[config.mk]
export PLATFORM = sky130hd
export DESIGN_NAME = frog_collision_ctrl_flat
export DESIGN_NICKNAME = d
export VERILOG_FILES = /design/src/rtl/frog_collision_ctrl_if.sv /design/src/rtl/frog_collision_ctrl.sv /design/src/flat_wrapper.sv
export SDC_FILE = /design/constraint.sdc
export NUM_CORES = 1
export LEC_CHECK = 0
export BUFFER_PORTS_ARGS = -buffer_cell sky130_fd_sc_hd__buf_2
export CELL_PAD_IN_SITES_DETAIL_PLACEMENT = 0
export CELL_PAD_IN_SITES_GLOBAL_PLACEMENT = 2
export CORE_ASPECT_RATIO = 0.7
export CORE_MARGIN = 3
export CORE_UTILIZATION = 30
export CTS_BUF_LIST = sky130_fd_sc_hd__clkbuf_16
export DETAILED_ROUTE_END_ITERATION = 10
export PLACE_DENSITY_LB_ADDON = 0.1
export SYNTH_ARGS = -nofsm -noshare
export SYNTH_HDL_FRONTEND = slang
export SYNTH_SLANG_ARGS = --single-unit
[constraint.sdc]
create_clock -name clk -period 2.8 [get_ports clk]
set_input_delay 0.14 -clock clk [delete_from_list [all_inputs] [get_ports clk]]
set_output_delay 0.14 -clock clk [all_outputs]
set_load 0.01 [all_outputs]
[src/rtl/frog_collision_ctrl_if.sv]
// Port bundle for frog_collision_ctrl: frame/restart strobes, sprite positions in, scan and game state out.
interface frog_collision_ctrl_if;
  logic        frame_start;
  logic        restart;
  logic [9:0]  frog_x;
  logic [8:0]  frog_y;
  logic [49:0] cars_x;
  logic        has_collided;
  logic [2:0]  hit_lane;
  logic        scan_done;
  logic        frog_respawn;
  logic [2:0]  lives;
  logic        game_over;
  logic        invulnerable;
  logic        busy;
  logic        overrun;

  modport master (
    output frame_start, restart, frog_x, frog_y, cars_x,
    input  has_collided, hit_lane, scan_done, frog_respawn, lives,
           game_over, invulnerable, busy, overrun
  );

  modport slave (
    input  frame_start, restart, frog_x, frog_y, cars_x,
    output has_collided, hit_lane, scan_done, frog_respawn, lives,
           game_over, invulnerable, busy, overrun
  );
endinterface

[src/rtl/frog_collision_ctrl.sv]
// Per-frame serial collision scan of five car lanes with one shared overlap comparator,
// followed by life / respawn / invulnerability / game-over bookkeeping.
module frog_collision_ctrl #(
  parameter int TILE_SIZE     = 32,
  parameter int C_LINE_1_Y    = 128,
  parameter int C_LINE_2_Y    = 160,
  parameter int C_LINE_3_Y    = 192,
  parameter int C_LINE_4_Y    = 288,
  parameter int C_LINE_5_Y    = 320,
  parameter int START_LIVES   = 3,
  parameter int INVULN_FRAMES = 60
) (
  input logic                  clk,
  input logic                  rst,
  frog_collision_ctrl_if.slave bus
);

  typedef enum logic [1:0] {IDLE = 2'd0, SCAN = 2'd1, DONE = 2'd2} state_t;

  localparam logic [10:0] TILE        = 11'(TILE_SIZE);
  localparam logic [2:0]  LIVES_INIT  = 3'(START_LIVES);
  localparam logic [7:0]  INVULN_INIT = 8'(INVULN_FRAMES);
  localparam logic [2:0]  LAST_LANE   = 3'd4;

  state_t      state_r, state_s;
  logic [2:0]  lane_r;
  logic [9:0]  frog_x_r;
  logic [8:0]  frog_y_r;
  logic [49:0] cars_x_r;
  logic        hit_acc_r;
  logic [2:0]  hit_lane_acc_r;
  logic [7:0]  counter_r, counter_s;
  logic        has_collided_r, scan_done_r, frog_respawn_r, game_over_r;
  logic        invulnerable_r, busy_r, overrun_r;
  logic [2:0]  hit_lane_r, lives_r;
  logic        accept_s, overrun_evt_s, lane_hit_s, penalize_s;

  function automatic logic [10:0] lane_top(input logic [2:0] k);
    case (k)
      3'd0:    lane_top = 11'(C_LINE_1_Y);
      3'd1:    lane_top = 11'(C_LINE_2_Y);
      3'd2:    lane_top = 11'(C_LINE_3_Y);
      3'd3:    lane_top = 11'(C_LINE_4_Y);
      3'd4:    lane_top = 11'(C_LINE_5_Y);
      default: lane_top = 11'd0;
    endcase
  endfunction

  // 11-bit sums so a car near the right edge never wraps back onto x=0
  function automatic logic lane_overlap(input logic [2:0] k, input logic [9:0] fx,
                                        input logic [8:0] fy, input logic [49:0] cars);
    logic [10:0] xf, xc, yf, yl;
    xf = {1'b0, fx};
    xc = {1'b0, cars[int'(k) * 10 +: 10]};
    yf = {2'b00, fy};
    yl = lane_top(k);
    lane_overlap = (xf < xc + TILE) && (xc < xf + TILE) && (yf >= yl) && (yf < yl + TILE);
  endfunction

  // state register
  always_ff @(posedge clk or posedge rst) begin
    if (rst) begin
      state_r <= IDLE;
    end else begin
      state_r <= state_s;
    end
  end

  // next-state logic
  always_comb begin
    state_s = state_r;
    if (bus.restart) begin
      state_s = IDLE;
    end else begin
      case (state_r)
        IDLE:    state_s = (bus.frame_start && !game_over_r) ? SCAN : IDLE;
        SCAN:    state_s = (lane_r == LAST_LANE) ? DONE : SCAN;
        DONE:    state_s = IDLE;
        default: state_s = IDLE;
      endcase
    end
  end

  // control strobes and next invulnerability count
  always_comb begin
    accept_s      = 1'b0;
    overrun_evt_s = 1'b0;
    lane_hit_s    = 1'b0;
    penalize_s    = 1'b0;
    counter_s     = counter_r;
    if (!bus.restart) begin
      case (state_r)
        IDLE:    accept_s      = bus.frame_start && !game_over_r;
        SCAN: begin
          overrun_evt_s = bus.frame_start;
          lane_hit_s    = lane_overlap(lane_r, frog_x_r, frog_y_r, cars_x_r);
        end
        DONE: begin
          overrun_evt_s = bus.frame_start;
          penalize_s    = hit_acc_r && (counter_r == 8'd0);
        end
        default: accept_s = 1'b0;
      endcase
    end else begin
      accept_s = 1'b0;
    end
    if (bus.restart) begin
      counter_s = 8'd0;
    end else if (accept_s && (counter_r != 8'd0)) begin
      counter_s = counter_r - 8'd1;
    end else if (penalize_s && (lives_r > 3'd1)) begin
      counter_s = INVULN_INIT;
    end else begin
      counter_s = counter_r;
    end
  end

  // snapshot, lane accumulation and game-state registers
  always_ff @(posedge clk or posedge rst) begin
    if (rst) begin
      lane_r         <= 3'd0;
      frog_x_r       <= 10'd0;
      frog_y_r       <= 9'd0;
      cars_x_r       <= 50'd0;
      hit_acc_r      <= 1'b0;
      hit_lane_acc_r <= 3'd0;
      counter_r      <= 8'd0;
      has_collided_r <= 1'b0;
      hit_lane_r     <= 3'd0;
      scan_done_r    <= 1'b0;
      frog_respawn_r <= 1'b0;
      lives_r        <= LIVES_INIT;
      game_over_r    <= 1'b0;
      invulnerable_r <= 1'b0;
      busy_r         <= 1'b0;
    end else if (bus.restart) begin
      lane_r         <= 3'd0;
      hit_acc_r      <= 1'b0;
      hit_lane_acc_r <= 3'd0;
      counter_r      <= 8'd0;
      has_collided_r <= 1'b0;
      hit_lane_r     <= 3'd0;
      scan_done_r    <= 1'b0;
      frog_respawn_r <= 1'b0;
      lives_r        <= LIVES_INIT;
      game_over_r    <= 1'b0;
      invulnerable_r <= 1'b0;
      busy_r         <= 1'b0;
    end else begin
      counter_r      <= counter_s;
      invulnerable_r <= (counter_s != 8'd0);
      busy_r         <= (state_s != IDLE);
      scan_done_r    <= (state_r == DONE);
      frog_respawn_r <= 1'b0;
      if (accept_s) begin
        frog_x_r       <= bus.frog_x;
        frog_y_r       <= bus.frog_y;
        cars_x_r       <= bus.cars_x;
        lane_r         <= 3'd0;
        hit_acc_r      <= 1'b0;
        hit_lane_acc_r <= 3'd0;
      end else if (state_r == SCAN) begin
        lane_r <= lane_r + 3'd1;
        if (lane_hit_s && !hit_acc_r) begin
          hit_acc_r      <= 1'b1;
          hit_lane_acc_r <= lane_r;
        end
      end else if (state_r == DONE) begin
        has_collided_r <= hit_acc_r;
        hit_lane_r     <= hit_lane_acc_r;
        if (penalize_s) begin
          lives_r <= lives_r - 3'd1;
          if (lives_r > 3'd1) begin
            frog_respawn_r <= 1'b1;
          end else begin
            game_over_r <= 1'b1;
          end
        end
      end
    end
  end

  // sticky overrun flag, cleared only by the hard reset
  always_ff @(posedge clk or posedge rst) begin
    if (rst) begin
      overrun_r <= 1'b0;
    end else if (overrun_evt_s) begin
      overrun_r <= 1'b1;
    end
  end

  assign bus.has_collided = has_collided_r;
  assign bus.hit_lane     = hit_lane_r;
  assign bus.scan_done    = scan_done_r;
  assign bus.frog_respawn = frog_respawn_r;
  assign bus.lives        = lives_r;
  assign bus.game_over    = game_over_r;
  assign bus.invulnerable = invulnerable_r;
  assign bus.busy         = busy_r;
  assign bus.overrun      = overrun_r;

endmodule

[src/flat_wrapper.sv]
// flat-port wrapper written by rule: the top's interface ports become plain ports
module frog_collision_ctrl_flat 
#(
  parameter int TILE_SIZE     = 32,
  parameter int C_LINE_1_Y    = 128,
  parameter int C_LINE_2_Y    = 160,
  parameter int C_LINE_3_Y    = 192,
  parameter int C_LINE_4_Y    = 288,
  parameter int C_LINE_5_Y    = 320,
  parameter int START_LIVES   = 3,
  parameter int INVULN_FRAMES = 60
)
  (clk, rst, bus_frame_start, bus_restart, bus_frog_x, bus_frog_y, bus_cars_x, bus_has_collided, bus_hit_lane, bus_scan_done, bus_frog_respawn, bus_lives, bus_game_over, bus_invulnerable, bus_busy, bus_overrun);
  frog_collision_ctrl_if bus_i ();
  input logic clk;
  input logic rst;
  input wire logic [$bits(bus_i.frame_start)-1:0] bus_frame_start;
  input wire logic [$bits(bus_i.restart)-1:0] bus_restart;
  input wire logic [$bits(bus_i.frog_x)-1:0] bus_frog_x;
  input wire logic [$bits(bus_i.frog_y)-1:0] bus_frog_y;
  input wire logic [$bits(bus_i.cars_x)-1:0] bus_cars_x;
  output wire logic [$bits(bus_i.has_collided)-1:0] bus_has_collided;
  output wire logic [$bits(bus_i.hit_lane)-1:0] bus_hit_lane;
  output wire logic [$bits(bus_i.scan_done)-1:0] bus_scan_done;
  output wire logic [$bits(bus_i.frog_respawn)-1:0] bus_frog_respawn;
  output wire logic [$bits(bus_i.lives)-1:0] bus_lives;
  output wire logic [$bits(bus_i.game_over)-1:0] bus_game_over;
  output wire logic [$bits(bus_i.invulnerable)-1:0] bus_invulnerable;
  output wire logic [$bits(bus_i.busy)-1:0] bus_busy;
  output wire logic [$bits(bus_i.overrun)-1:0] bus_overrun;
  assign bus_i.frame_start = bus_frame_start;
  assign bus_i.restart = bus_restart;
  assign bus_i.frog_x = bus_frog_x;
  assign bus_i.frog_y = bus_frog_y;
  assign bus_i.cars_x = bus_cars_x;
  assign bus_has_collided = bus_i.has_collided;
  assign bus_hit_lane = bus_i.hit_lane;
  assign bus_scan_done = bus_i.scan_done;
  assign bus_frog_respawn = bus_i.frog_respawn;
  assign bus_lives = bus_i.lives;
  assign bus_game_over = bus_i.game_over;
  assign bus_invulnerable = bus_i.invulnerable;
  assign bus_busy = bus_i.busy;
  assign bus_overrun = bus_i.overrun;
  frog_collision_ctrl #(.TILE_SIZE(TILE_SIZE), .C_LINE_1_Y(C_LINE_1_Y), .C_LINE_2_Y(C_LINE_2_Y), .C_LINE_3_Y(C_LINE_3_Y), .C_LINE_4_Y(C_LINE_4_Y), .C_LINE_5_Y(C_LINE_5_Y), .START_LIVES(START_LIVES), .INVULN_FRAMES(INVULN_FRAMES)) u_core (.clk(clk), .rst(rst), .bus(bus_i));
endmodule
==> impl_metrics.tcl, run 1 <==
set metrics [dict create \
    worst_setup_path_start_kind "register" \
    cap_violations 0 \
    placedInstanceArea_um2 6520 \
    final_layout_size_suffix_gt1_share_pct 39.5 \
    worst-r2r-cell-count 14 \
    wl_per_cell_um 16.2 \
    worst_ep_arrival_time_ns 3.37 \
    finalMaxSlewViolations 0 \
    chipHeight_um 119 \
    finish.net_count 737 \
    ys_ff_latch 99 \
    worst-r2r-setup-slack_ns -0.29 \
    power_density_nw_per_um2 693 \
    storage_cell_area_um2 2480 \
    remaining_drc_errors 0 \
    floorplan.initialDensity_pct 31.2 \
    worstSetupStartpoint "u_core.lane_r[2]" \
    insertion_delay_ns 0.35 \
    leakage_nw 3.19 \
    vias 4039 \
    cp.buffers_inverters 2 \
    r2r_startpoint "u_core.lane_r[2]" \
    max_slew_margin_pct 63.9 \
    rr_endpoint "u_core.hit_lane_acc_r[0]" \
    grt_start_max_net_pins 75 \
    fin_crit_ns 3.09 \
    globalplace.congestion 0.859 \
    cp_slowest_cell "sky130_fd_sc_hd__dfrtp_2" \
    numCtsBuffers 9 \
    cts.sink_count 99 \
    clock_tree.htree_level_count 3 \
    grt_remaining_overflow 0 \
    areaGrowthSynthToFinish_pct 27.8 \
    critPathMostFrequentCell "sky130_fd_sc_hd__buf_6" \
    timing.final.setup_violations 4 \
    grt_first_pass_wirelength_um 23000 \
    first_global_vias 4270 \
    synthesized_area_per_cell_um2 11.0 \
    post-route-cell-area_um2 6970 \
    grt_setup_unrepaired "yes" \
    design.die.area_um2 19900 \
    clock_tree_from_tritoncts "done" \
    multiInputGateArea_um2 2850 \
    io_pins 86 \
    postSynthNetCount 606 \
    number_of_enable_flip_flop_cells_after_synthesis 0 \
    postRouteWirelength_um 13900 \
    initialDrtViolationCount 129 \
    detailedPlacementHpwl_um 10700 \
    preCtsSetupSlack_ns -0.370 \
    worst-path-max-fanout 4 \
    drt_pass1_iterations 4 \
    routed_via_density 4.69 \
    skew_ns 0.00887 \
    crit_path_cell_trace "buf_6 > mux2_4 > a32o_2 > a31o_4 > nand2_2 > xor2_1 > ha_1 > a211oi_2 > o31ai_1 > a31oi_1 > o22ai_2 > a221oi_4 > buf_6 > mux2i_1" \
    cp_slowest_stage_delay_ns 0.46 \
    antenna_found_initial 0 \
    power.ir.vdd_worst_v 0.000311 \
    hold_viol_final 0 \
    postLayoutSetupSlackWorst_ns -0.293 \
    placedCellCount 836 \
    setup.worst_path.end_class "register" \
    path_clk_slew_ns 0.07 \
    setup.worst_path.class "reg2reg" \
    row_count 40 \
    holdCritPathClass "in2reg" \
    final_min_period_over_clock_period_pct 110 \
    critPathTopFamily "compound AO/OA/AOI/OAI gates" \
    global_route.usage.total_pct 14.6 \
    clock-root-buffer "sky130_fd_sc_hd__clkbuf_16" \
    outcome "finished with violations" \
    fp.coreArea_um2 17500 \
    syn_inst 494 \
    finalPower_mw 4.83 \
    asyncSetResetFlopFracSynth_pct 100 \
    required_worst_endpoint_ns 3.07 \
    portBuffers 85 \
    synth_warnings 0 \
    ys_seq_area_share_pct 45.4 \
    finalCoreUtilization_pct 39.9 \
    route.antenna.remaining_nets 0 \
    finish.cell_count_without_fillers 861 \
    timing.critical_path.to "u_core.hit_lane_acc_r[0]" \
    yosysUniqueCellTypes 58 \
    critical_path_depth 14 \
    ys_flop_type "sky130_fd_sc_hd__dfrtp_1" \
    violations "negative setup slack" \
    timing.fmax_mhz 323 \
    tightestPinTransition_ns 0.537 \
    netlist_area_um2 5460 \
    layout.filler_cells 1748 \
    die-width_um 167 \
    num_antenna_cells 0 \
    clockBufferDepth 2 \
]
==> repair_timing <==
action	4_1_cts	5_1_grt
pin swaps	4	4
hold buffers	5	0
buffers inserted	2	1
setup endpoints to repair	4	4
resized for setup	7	8
cloned	0	1
hold endpoints to repair	20	0
==> synthesized netlist by cell type (4+ instances only) <==
| master | n | area [um2] |
|---|---|---|
| sky130_fd_sc_hd__buf_1 | 10 | 37.5 |
| sky130_fd_sc_hd__nor2_1 | 38 | 143 |
| sky130_fd_sc_hd__o22a_1 | 4 | 35.0 |
| sky130_fd_sc_hd__clkbuf_1 | 4 | 15.0 |
| sky130_fd_sc_hd__xor2_1 | 5 | 43.8 |
| sky130_fd_sc_hd__nand3_1 | 17 | 85.1 |
| sky130_fd_sc_hd__a31oi_1 | 4 | 25.0 |
| sky130_fd_sc_hd__nand4_1 | 4 | 25.0 |
| sky130_fd_sc_hd__inv_1 | 32 | 120 |
| sky130_fd_sc_hd__ha_1 | 39 | 488 |
| sky130_fd_sc_hd__xnor2_1 | 6 | 52.6 |
| sky130_fd_sc_hd__nor3_1 | 10 | 50.1 |
| sky130_fd_sc_hd__nand2_1 | 28 | 105 |
| sky130_fd_sc_hd__buf_2 | 4 | 20.0 |
| sky130_fd_sc_hd__a21oi_1 | 29 | 145 |
| sky130_fd_sc_hd__o21ai_0 | 12 | 60.1 |
| sky130_fd_sc_hd__o211ai_1 | 4 | 30.0 |
| sky130_fd_sc_hd__mux2i_1 | 23 | 230 |
| sky130_fd_sc_hd__mux2_2 | 67 | 754 |
| sky130_fd_sc_hd__dfrtp_1 | 97 | 2430 |
==> cells by family (layout without fill, tap and decap cells) <==
| logic type | Yosys count | in the layout | share of synthesized area, % |
|---|---|---|---|
| compound gates | 84 | 84 | 11.0 |
| fa+ha+maj | 39 | 39 | 8.94 |
| buf+inv | 53 | 189 | 4.01 |
| xor+xnor | 11 | 11 | 1.77 |
| mux | 92 | 92 | 18.5 |
| flops | 99 | 99 | 45.4 |
| simple gates | 116 | 116 | 10.4 |
==> metrics by stage <==
step	TNS [ns]	hold WS (ns)
after detailed placement	-1.33	0.184
after floorplan	-0.0209	0.257
after CTS	-1.25	0.00369
final	-1.07	0.0129
after global routing	-1.72	0.00618
after global placement	-1.17	0.177
==> registers in the layout, summed over array words and instances, names as in the netlist <==
signal,count
u_core.bus.scan_done,1
u_core.bus.has_collided,1
u_core.bus.hit_lane,3
u_core.bus.game_over,1
u_core.counter_r,8
u_core.lane_r,3
u_core.bus.busy,1
u_core.frog_y_r,9
u_core.state_r,2
u_core.frog_x_r,10
u_core.bus.lives,3
u_core.cars_x_r,50
u_core.bus.invulnerable,1
u_core.hit_acc_r,1
u_core.hit_lane_acc_r,3
u_core.bus.frog_respawn,1
u_core.bus.overrun,1
==> per-layer routing <==
layer  vias to the layer above  track usage (%)  wire, um
li1                       2018                -         -
met1                      1946             21.7      7430
met2                        67             21.4      5790
met3                         8             3.82       576
met4                         0             2.91       121
met5                         -                0         0
==> power by group <==
part / internal, mW / switching (mW) / total, mW / leakage [nW]
clock network: 0.692 / 0.560 / 1.25 / 0.149
registers: 1.70 / 0.201 / 1.90 / 1.22
logic: 0.895 / 0.788 / 1.68 / 1.83
total: 3.28 / 1.55 / 4.83 / 3.19
==> worst min path at each step <==
stage	start	to	slack [ns]	cells after the start
global placement	rst	u_core.counter_r[0]	0.18	2
floorplan	bus_frog_x[1]	u_core.frog_x_r[1]	0.26	2
detailed placement	rst	u_core.counter_r[0]	0.18	2
CTS	bus_cars_x[29]	u_core.cars_x_r[29]	0.004	2
global route	bus_cars_x[22]	u_core.cars_x_r[22]	0.006	2
finish	bus_frog_x[1]	u_core.frog_x_r[1]	0.01	3
==> layout make-up <==
type	instances	area share (%)
Inverter	32	1.78
Multi-Input combinational cell	342	40.9
Tap cell	231	4.14
Clock inverter	7	0.987
Clock buffer	9	3.23
Timing Repair Buffer	141	13.4
Sequential cell	99	35.6
==> cell usage in the layout (no fill, tap or decap), types with 10 or more instances in the layout <==
| cell type | synthesis | routed |
|---|---|---|
| sky130_fd_sc_hd__dfrtp_1 | 97 | 95 |
| sky130_fd_sc_hd__buf_2 | 4 | 85 |
| sky130_fd_sc_hd__nor2_1 | 38 | 38 |
| sky130_fd_sc_hd__nand2_1 | 28 | 27 |
| sky130_fd_sc_hd__nand3_1 | 17 | 17 |
| sky130_fd_sc_hd__mux2i_1 | 23 | 23 |
| sky130_fd_sc_hd__mux2_2 | 67 | 65 |
| sky130_fd_sc_hd__a21oi_1 | 29 | 27 |
| sky130_fd_sc_hd__buf_4 | 2 | 44 |
| sky130_fd_sc_hd__inv_1 | 32 | 32 |
| sky130_fd_sc_hd__o21ai_0 | 12 | 11 |
| sky130_fd_sc_hd__ha_1 | 39 | 37 |
| sky130_fd_sc_hd__clkbuf_16 | 0 | 10 |
==> tightest hold or removal path, stage by stage <==
cell and delay, ns:
sky130_fd_sc_hd__buf_2 0.08, sky130_fd_sc_hd__nand2_1 0.04, sky130_fd_sc_hd__o21ai_0 0.06
Power figures use the tool's default switching activity.
==> run 2, diff against run 1 <==
--- a/config.mk
+++ b/config.mk
@@ -13,7 +13,7 @@
 export CORE_UTILIZATION = 30
 export CTS_BUF_LIST = sky130_fd_sc_hd__clkbuf_16
 export DETAILED_ROUTE_END_ITERATION = 10
-export PLACE_DENSITY_LB_ADDON = 0.1
+export PLACE_DENSITY_LB_ADDON = 0.05
 export SYNTH_ARGS = -nofsm -noshare
 export SYNTH_HDL_FRONTEND = slang
 export SYNTH_SLANG_ARGS = --single-unit
==> run 2 against run 1 <==
Compared with the run above:
- the flow still finishes with violations (negative setup slack)
- combinational power is 2% higher
- via count grew 1.3%
- clock skew is 0.00084 ns lower
- core utilization grew 0.11 points
- sequential power barely moved
- sequential share of layout area is 0.11 points lower
- global-route usage up 0.077 points
- clock-buffer cell count unchanged
- critical endpoint is now u_core.hit_lane_acc_r[2]
==> impl_metrics.tcl, run 2 (same netlist as run 1, synthesis figures left out) <==
set metrics [dict create \
    largest-register "u_core.cars_x_r" \
    fin_crit_ns 3.08 \
    drt_pass1_iterations 4 \
    tightestPinTransition_ns 0.724 \
    final_layout_size_suffix_gt1_share_pct 40.3 \
    outcome "finished with violations" \
    max_slew_margin_pct 51.6 \
    required_worst_endpoint_ns 3.07 \
    design.die.area_um2 19900 \
    wl_per_cell_um 16.1 \
    timing.fmax_mhz 325 \
    layout_common_cells "sky130_fd_sc_hd__dfrtp_1 (96), sky130_fd_sc_hd__buf_2 (85), sky130_fd_sc_hd__mux2_2 (66)" \
    setup.worst_path.class "reg2reg" \
    worst_setup_path_start_kind "register" \
    grt_start_max_net_pins 75 \
    leakage_nw 3.21 \
    fp.coreArea_um2 17500 \
    post_route_setup_tns_ns -1.03 \
    row_count 40 \
    grt_first_pass_wirelength_um 22800 \
    globalplace.congestion 0.802 \
    postLayoutSetupSlackWorst_ns -0.281 \
    remaining_drc_errors 0 \
    biggestRegsByFlops "u_core.cars_x_r x50, u_core.frog_x_r x10, u_core.frog_y_r x9" \
    areaGrowthSynthToFinish_pct 28.1 \
    post-route-cell-area_um2 6990 \
    skew_ns 0.00804 \
    placedInstanceArea_um2 6560 \
    placedCellCount 843 \
    path_clk_slew_ns 0.07 \
    vias 4092 \
    clockBufferDepth 2 \
    violations "negative setup slack" \
    detailedPlacementHpwl_um 10900 \
    finalMaxSlewViolations 0 \
    clock_tree_from_tritoncts "done" \
    cp_slowest_cell "sky130_fd_sc_hd__dfrtp_2" \
    finalHoldWorstSlack_ns 0.0167 \
    first_global_vias 4133 \
    grt_remaining_overflow 0 \
    die-width_um 167 \
    floorplan.initialDensity_pct 31.2 \
    grt_setup_unrepaired "yes" \
    power.ir.vdd_worst_v 0.000247 \
    hold_viol_final 0 \
    critPathMostFrequentCell "sky130_fd_sc_hd__mux2i_1" \
    finish.net_count 742 \
    chipHeight_um 119 \
    power_density_nw_per_um2 693 \
    clock-root-buffer "sky130_fd_sc_hd__clkbuf_16" \
    cap_violations 0 \
    timing.final.setup_violations 4 \
    numCtsBuffers 9 \
    portBuffers 85 \
    global_route.usage.total_pct 14.6 \
    flip_flop_count_of_the_largest_register_after_layout 50 \
    worst_ep_arrival_time_ns 3.35 \
    cp_slowest_stage_delay_ns 0.42 \
    route.antenna.remaining_nets 0 \
    cts.sink_count 99 \
    worst-path-max-fanout 15 \
    final_min_period_over_clock_period_pct 110 \
    antenna_found_initial 0 \
    initialDrtViolationCount 150 \
    layout.filler_cells 1721 \
    holdCritPathClass "in2reg" \
    io_pins 86 \
    insertion_delay_ns 0.35 \
    final_common_cell "sky130_fd_sc_hd__dfrtp_1" \
    clock_tree.htree_level_count 3 \
    num_antenna_cells 0 \
    finalPower_mw 4.85 \
    crit_path_cell_trace "buf_12 > mux2i_1 > nor2_1 > mux2_4 > xor2_1 > ha_1 > a211oi_2 > o31ai_1 > a31oi_1 > o22ai_2 > a221oi_4 > buf_6 > mux2i_1" \
    setup.worst_path.end_class "register" \
    finish.cell_count_without_fillers 866 \
    routed_via_density 4.73 \
    postRouteWirelength_um 14000 \
]
run 2: cell types whose count changed in the layout (fill, tap and decap cells not counted), sizes merged:
cell / previous run / this run
buf: 135 / 141
clkbuf: 10 / 9
clkinv: 4 / 1
clkinvlp: 1 / 2
inv: 33 / 35
run 2: final timing paths:
check                      cells after the start               start  slack (ns)                        to
setup / recovery                              13    u_core.lane_r[0]       -0.28  u_core.hit_lane_acc_r[2]
hold / removal                                 2       bus_cars_x[4]        0.02        u_core.cars_x_r[4]
setup reg to reg                              13    u_core.lane_r[0]       -0.28  u_core.hit_lane_acc_r[2]
hold reg to reg                                1  u_core.bus.overrun        0.49        u_core.bus.overrun
max in group asynchronous                      4                 rst        1.64        u_core.frog_y_r[5]
min in group asynchronous                      3                 rst        0.45       u_core.counter_r[7]
run 2: per-stage QoR:
stage | setup WS [ns] | util [%]
2_1_floorplan | -0.00698 | -
3_3_place_gp | -0.284 | 37.6
3_5_place_dp | -0.333 | 37.6
4_1_cts | -0.285 | 39.6
5_1_grt | -0.493 | 40.0
6_report | -0.281 | 40.0
run 2: power by group:
part / switching (mW) / internal [mW] / leakage [nW] / total (mW)
registers: 0.197 / 1.70 / 1.22 / 1.89
clock network: 0.549 / 0.684 / 0.147 / 1.23
logic: 0.813 / 0.909 / 1.84 / 1.72
run 2: layout make-up:
class	count	area (um2)	area share, %
Sequential cell	99	2480	35.5
Inverter	32	124	1.77
Clock buffer	9	225	3.22
Timing Repair Buffer	146	945	13.5
Clock inverter	7	61.3	0.877
Multi-Input combinational cell	342	2870	41.0
Tap cell	231	289	4.13
run 2: critical path, delay by kind of cell (launching register included):
| kind | cells | cell delay, ns |
|---|---|---|
| AOI/OAI and AO/OA | 5 | 0.85 |
| xor gates and xnor gates | 1 | 0.15 |
| adders and majority gates | 1 | 0.33 |
| buffers and inverters | 2 | 0.33 |
| DFF | 1 | 0.42 |
| muxes | 3 | 0.78 |
| and+or+nand+nor | 1 | 0.12 |
run 2: metal layers:
metal | routed length (um) | GRT usage [%] | vias to the layer above
li1 | - | - | 2039
met1 | 7310 | 22.3 | 1971
met2 | 5850 | 20.7 | 74
met3 | 658 | 3.85 | 8
met4 | 138 | 3.37 | 0
met5 | 0 | 0 | -
run 2: repair_timing:
action / 4_1_cts / 5_1_grt
resized for setup: 4 / 14
endpoints found under the hold margin: 30 / 0
endpoints found under the setup margin: 4 / 4
hold buffers: 5 / 0
buffers inserted: 1 / 1
pin swaps: 2 / 2
==> run 3, diff against run 2 <==
--- a/config.mk
+++ b/config.mk
@@ -8,7 +8,7 @@
 export BUFFER_PORTS_ARGS = -buffer_cell sky130_fd_sc_hd__buf_2
 export CELL_PAD_IN_SITES_DETAIL_PLACEMENT = 0
 export CELL_PAD_IN_SITES_GLOBAL_PLACEMENT = 2
-export CORE_ASPECT_RATIO = 0.7
+export CORE_ASPECT_RATIO = 0.9
 export CORE_MARGIN = 3
 export CORE_UTILIZATION = 30
 export CTS_BUF_LIST = sky130_fd_sc_hd__clkbuf_16
==> run 3 against run 2 <==
Compared with the run above:
- the flow still finishes with violations (negative setup slack)
- non-clock buffer count up 14
- critical path depth decreased by 1
- combinational power increased by 2%
- worst hold slack about the same
- global-route usage shrank 0.29 points
- fmax down 3.0%
- core utilization is 0.50 points higher
- clock skew hardly changed
- flip-flop and latch count unchanged
- final area up 2.8%
- critical path type unchanged
- largest cell class unchanged
- largest power group unchanged
==> impl_metrics.tcl, run 3 (same netlist as run 1, synthesis figures left out) <==
set metrics [dict create \
    setup.worst_path.end_class "register" \
    globalplace.congestion 0.762 \
    areaGrowthSynthToFinish_pct 31.7 \
    gr-usage-met2_pct 22.3 \
    numCtsBuffers 9 \
    share_seq_of_total_power_pct 38.1 \
    worst_ep_arrival_time_ns 3.45 \
    path_clk_slew_ns 0.07 \
    final_layout_size_suffix_gt1_share_pct 40.8 \
    timing.fmax_mhz 315 \
    io_pins 86 \
    num_antenna_cells 0 \
    design.die.area_um2 19800 \
    final_common_cell "sky130_fd_sc_hd__dfrtp_1" \
    power_density_nw_per_um2 693 \
    cap_violations 0 \
    final_min_period_over_clock_period_pct 113 \
    grt_setup_unrepaired "yes" \
    postRouteWirelength_um 13700 \
    row_count 46 \
    worst_setup_path_start_kind "register" \
    largest-register "u_core.cars_x_r" \
    vias 4133 \
    grt_remaining_overflow 0 \
    leakage_nw 3.29 \
    holdCritPathClass "in2reg" \
    clock_tree.htree_level_count 3 \
    met1_usage_pct 20.2 \
    violations "negative setup slack" \
    fp.coreArea_um2 17700 \
    portBuffers 85 \
    grt_start_max_net_pins 49 \
    remaining_drc_errors 0 \
    detailedPlacementHpwl_um 10500 \
    power.switching_mw 1.54 \
    initialDrtViolationCount 106 \
    first_global_vias 4220 \
    tightestPinTransition_ns 0.746 \
    clock-root-buffer "sky130_fd_sc_hd__clkbuf_16" \
    finish.net_count 757 \
    preCtsSetupSlack_ns -0.446 \
    placedInstanceArea_um2 6590 \
    p_int_mw 3.44 \
    chipHeight_um 134 \
    clockBufferDepth 2 \
    gr-usage-met3_pct 2.84 \
    cts.sink_count 99 \
    setup.worst_path.class "reg2reg" \
    layout_common_cells "sky130_fd_sc_hd__dfrtp_1 (95), sky130_fd_sc_hd__buf_2 (85), sky130_fd_sc_hd__mux2_2 (65)" \
    floorplan.initialDensity_pct 30.8 \
    outcome "finished with violations" \
    post-route-cell-area_um2 7190 \
    finalMaxSlewViolations 0 \
    max_slew_margin_pct 50.2 \
    global_route.usage.total_pct 14.4 \
    flip_flop_count_of_the_largest_register_after_layout 50 \
    grt.busiest_layer "met2" \
    layout.filler_cells 1807 \
    antenna_found_initial 0 \
    postLayoutSetupSlackWorst_ns -0.375 \
    power.ir.vdd_worst_v 0.000300 \
    die-width_um 148 \
    share_clk_of_total_power_pct 26.5 \
    hold_viol_final 0 \
    routed_via_density 4.64 \
    post_route_setup_tns_ns -1.43 \
    biggestRegsByFlops "u_core.cars_x_r x50, u_core.frog_x_r x10, u_core.frog_y_r x9" \
    power_share_of_the_combinational_group_pct 35.4 \
    fin_crit_ns 3.17 \
    route.antenna.remaining_nets 0 \
    skew_ns 0.00770 \
    timing.final.setup_violations 4 \
    power.share.switching_pct 31.0 \
    clock_tree_from_tritoncts "done" \
    required_worst_endpoint_ns 3.08 \
    drt_pass1_iterations 5 \
    grt_first_pass_wirelength_um 22600 \
    wl_per_cell_um 15.4 \
    worst-path-max-fanout 7 \
    insertion_delay_ns 0.35 \
]
==> run 3: cell count changes in the layout (fill, tap and decap cells not counted), sizes merged <==
cell         delta
buf             +7
dlygate4sd3     +6
inv             -3
clkinv          +2
and2b           +1
bufinv          +1
clkbuf          +1
==> run 3: path summary, 6_finish.rpt <==
check                      depth (start not counted)                        to                from  slack, ns
max in group asynchronous                          4       u_core.bus.lives[1]                 rst       1.55
min in group asynchronous                          3       u_core.counter_r[6]                 rst       0.46
max reg2reg                                       12  u_core.hit_lane_acc_r[2]    u_core.lane_r[2]      -0.37
min                                                2       u_core.cars_x_r[20]      bus_cars_x[20]       0.02
max                                               12  u_core.hit_lane_acc_r[2]    u_core.lane_r[2]      -0.37
min reg2reg                                        1        u_core.bus.overrun  u_core.bus.overrun       0.46
==> run 3: layout make-up <==
type / instances / area, um2 / share of cell area [%]
Sequential cell: 99 / 2480 / 34.5
Clock inverter: 7 / 83.8 / 1.17
Timing Repair Buffer: 160 / 1080 / 15.0
Clock buffer: 9 / 225 / 3.13
Tap cell: 240 / 300 / 4.18
Multi-Input combinational cell: 343 / 2890 / 40.2
Inverter: 32 / 124 / 1.72
==> run 3: metal layers <==
layer / wire length, um / vias up
met5: 0 / -
met4: 216 / 0
met3: 474 / 14
met2: 6130 / 69
met1: 6870 / 1985
li1: - / 2065
==> run 3: per-stage QoR <==
| step | utilization (%) | hold slack [ns] | instances | total power [mW] |
|---|---|---|---|---|
| after floorplan | - | 0.257 | 494 | 2.96 |
| after global placement | 37.2 | 0.304 | 854 | 3.56 |
| after detailed placement | 37.2 | 0.307 | 854 | 3.58 |
| after CTS | 40.0 | 0.0000883 | 885 | 5.00 |
| after global routing | 40.5 | 0.00509 | 890 | 5.35 |
| final | 40.5 | 0.0170 | 890 | 4.98 |
==> run 3: critical path, stage by stage, from the launching register on <==
cell                        delay [ns]
sky130_fd_sc_hd__dfrtp_2          0.49
sky130_fd_sc_hd__and2b_4          0.25
sky130_fd_sc_hd__buf_4            0.14
sky130_fd_sc_hd__o2bb2ai_2        0.12
sky130_fd_sc_hd__mux2_4           0.29
sky130_fd_sc_hd__xor2_1           0.15
sky130_fd_sc_hd__ha_1             0.34
sky130_fd_sc_hd__a211oi_2         0.22
sky130_fd_sc_hd__o31ai_1          0.09
sky130_fd_sc_hd__a31oi_1          0.19
sky130_fd_sc_hd__o22ai_2          0.12
sky130_fd_sc_hd__a221oi_4         0.46
sky130_fd_sc_hd__mux2i_1          0.23
==> run 3: repair_timing <==
item,in CTS,in global routing
buffers inserted,3,5
pin swaps,9,13
resized for setup,12,9
hold buffers,11,0
cloned,1,1
setup endpoints to repair,4,4
endpoints found under the hold margin,39,0
==> run 3: power by group through the flow <==
stage          logic (mW)  registers [mW]  clock network, mW
6_report             1.76            1.90               1.32
5_1_grt              1.98            1.94               1.42
4_1_cts              1.72            1.90               1.38
3_5_place_dp         1.65            1.92                  0
3_3_place_gp         1.64            1.92                  0
2_1_floorplan        1.11            1.85                  0
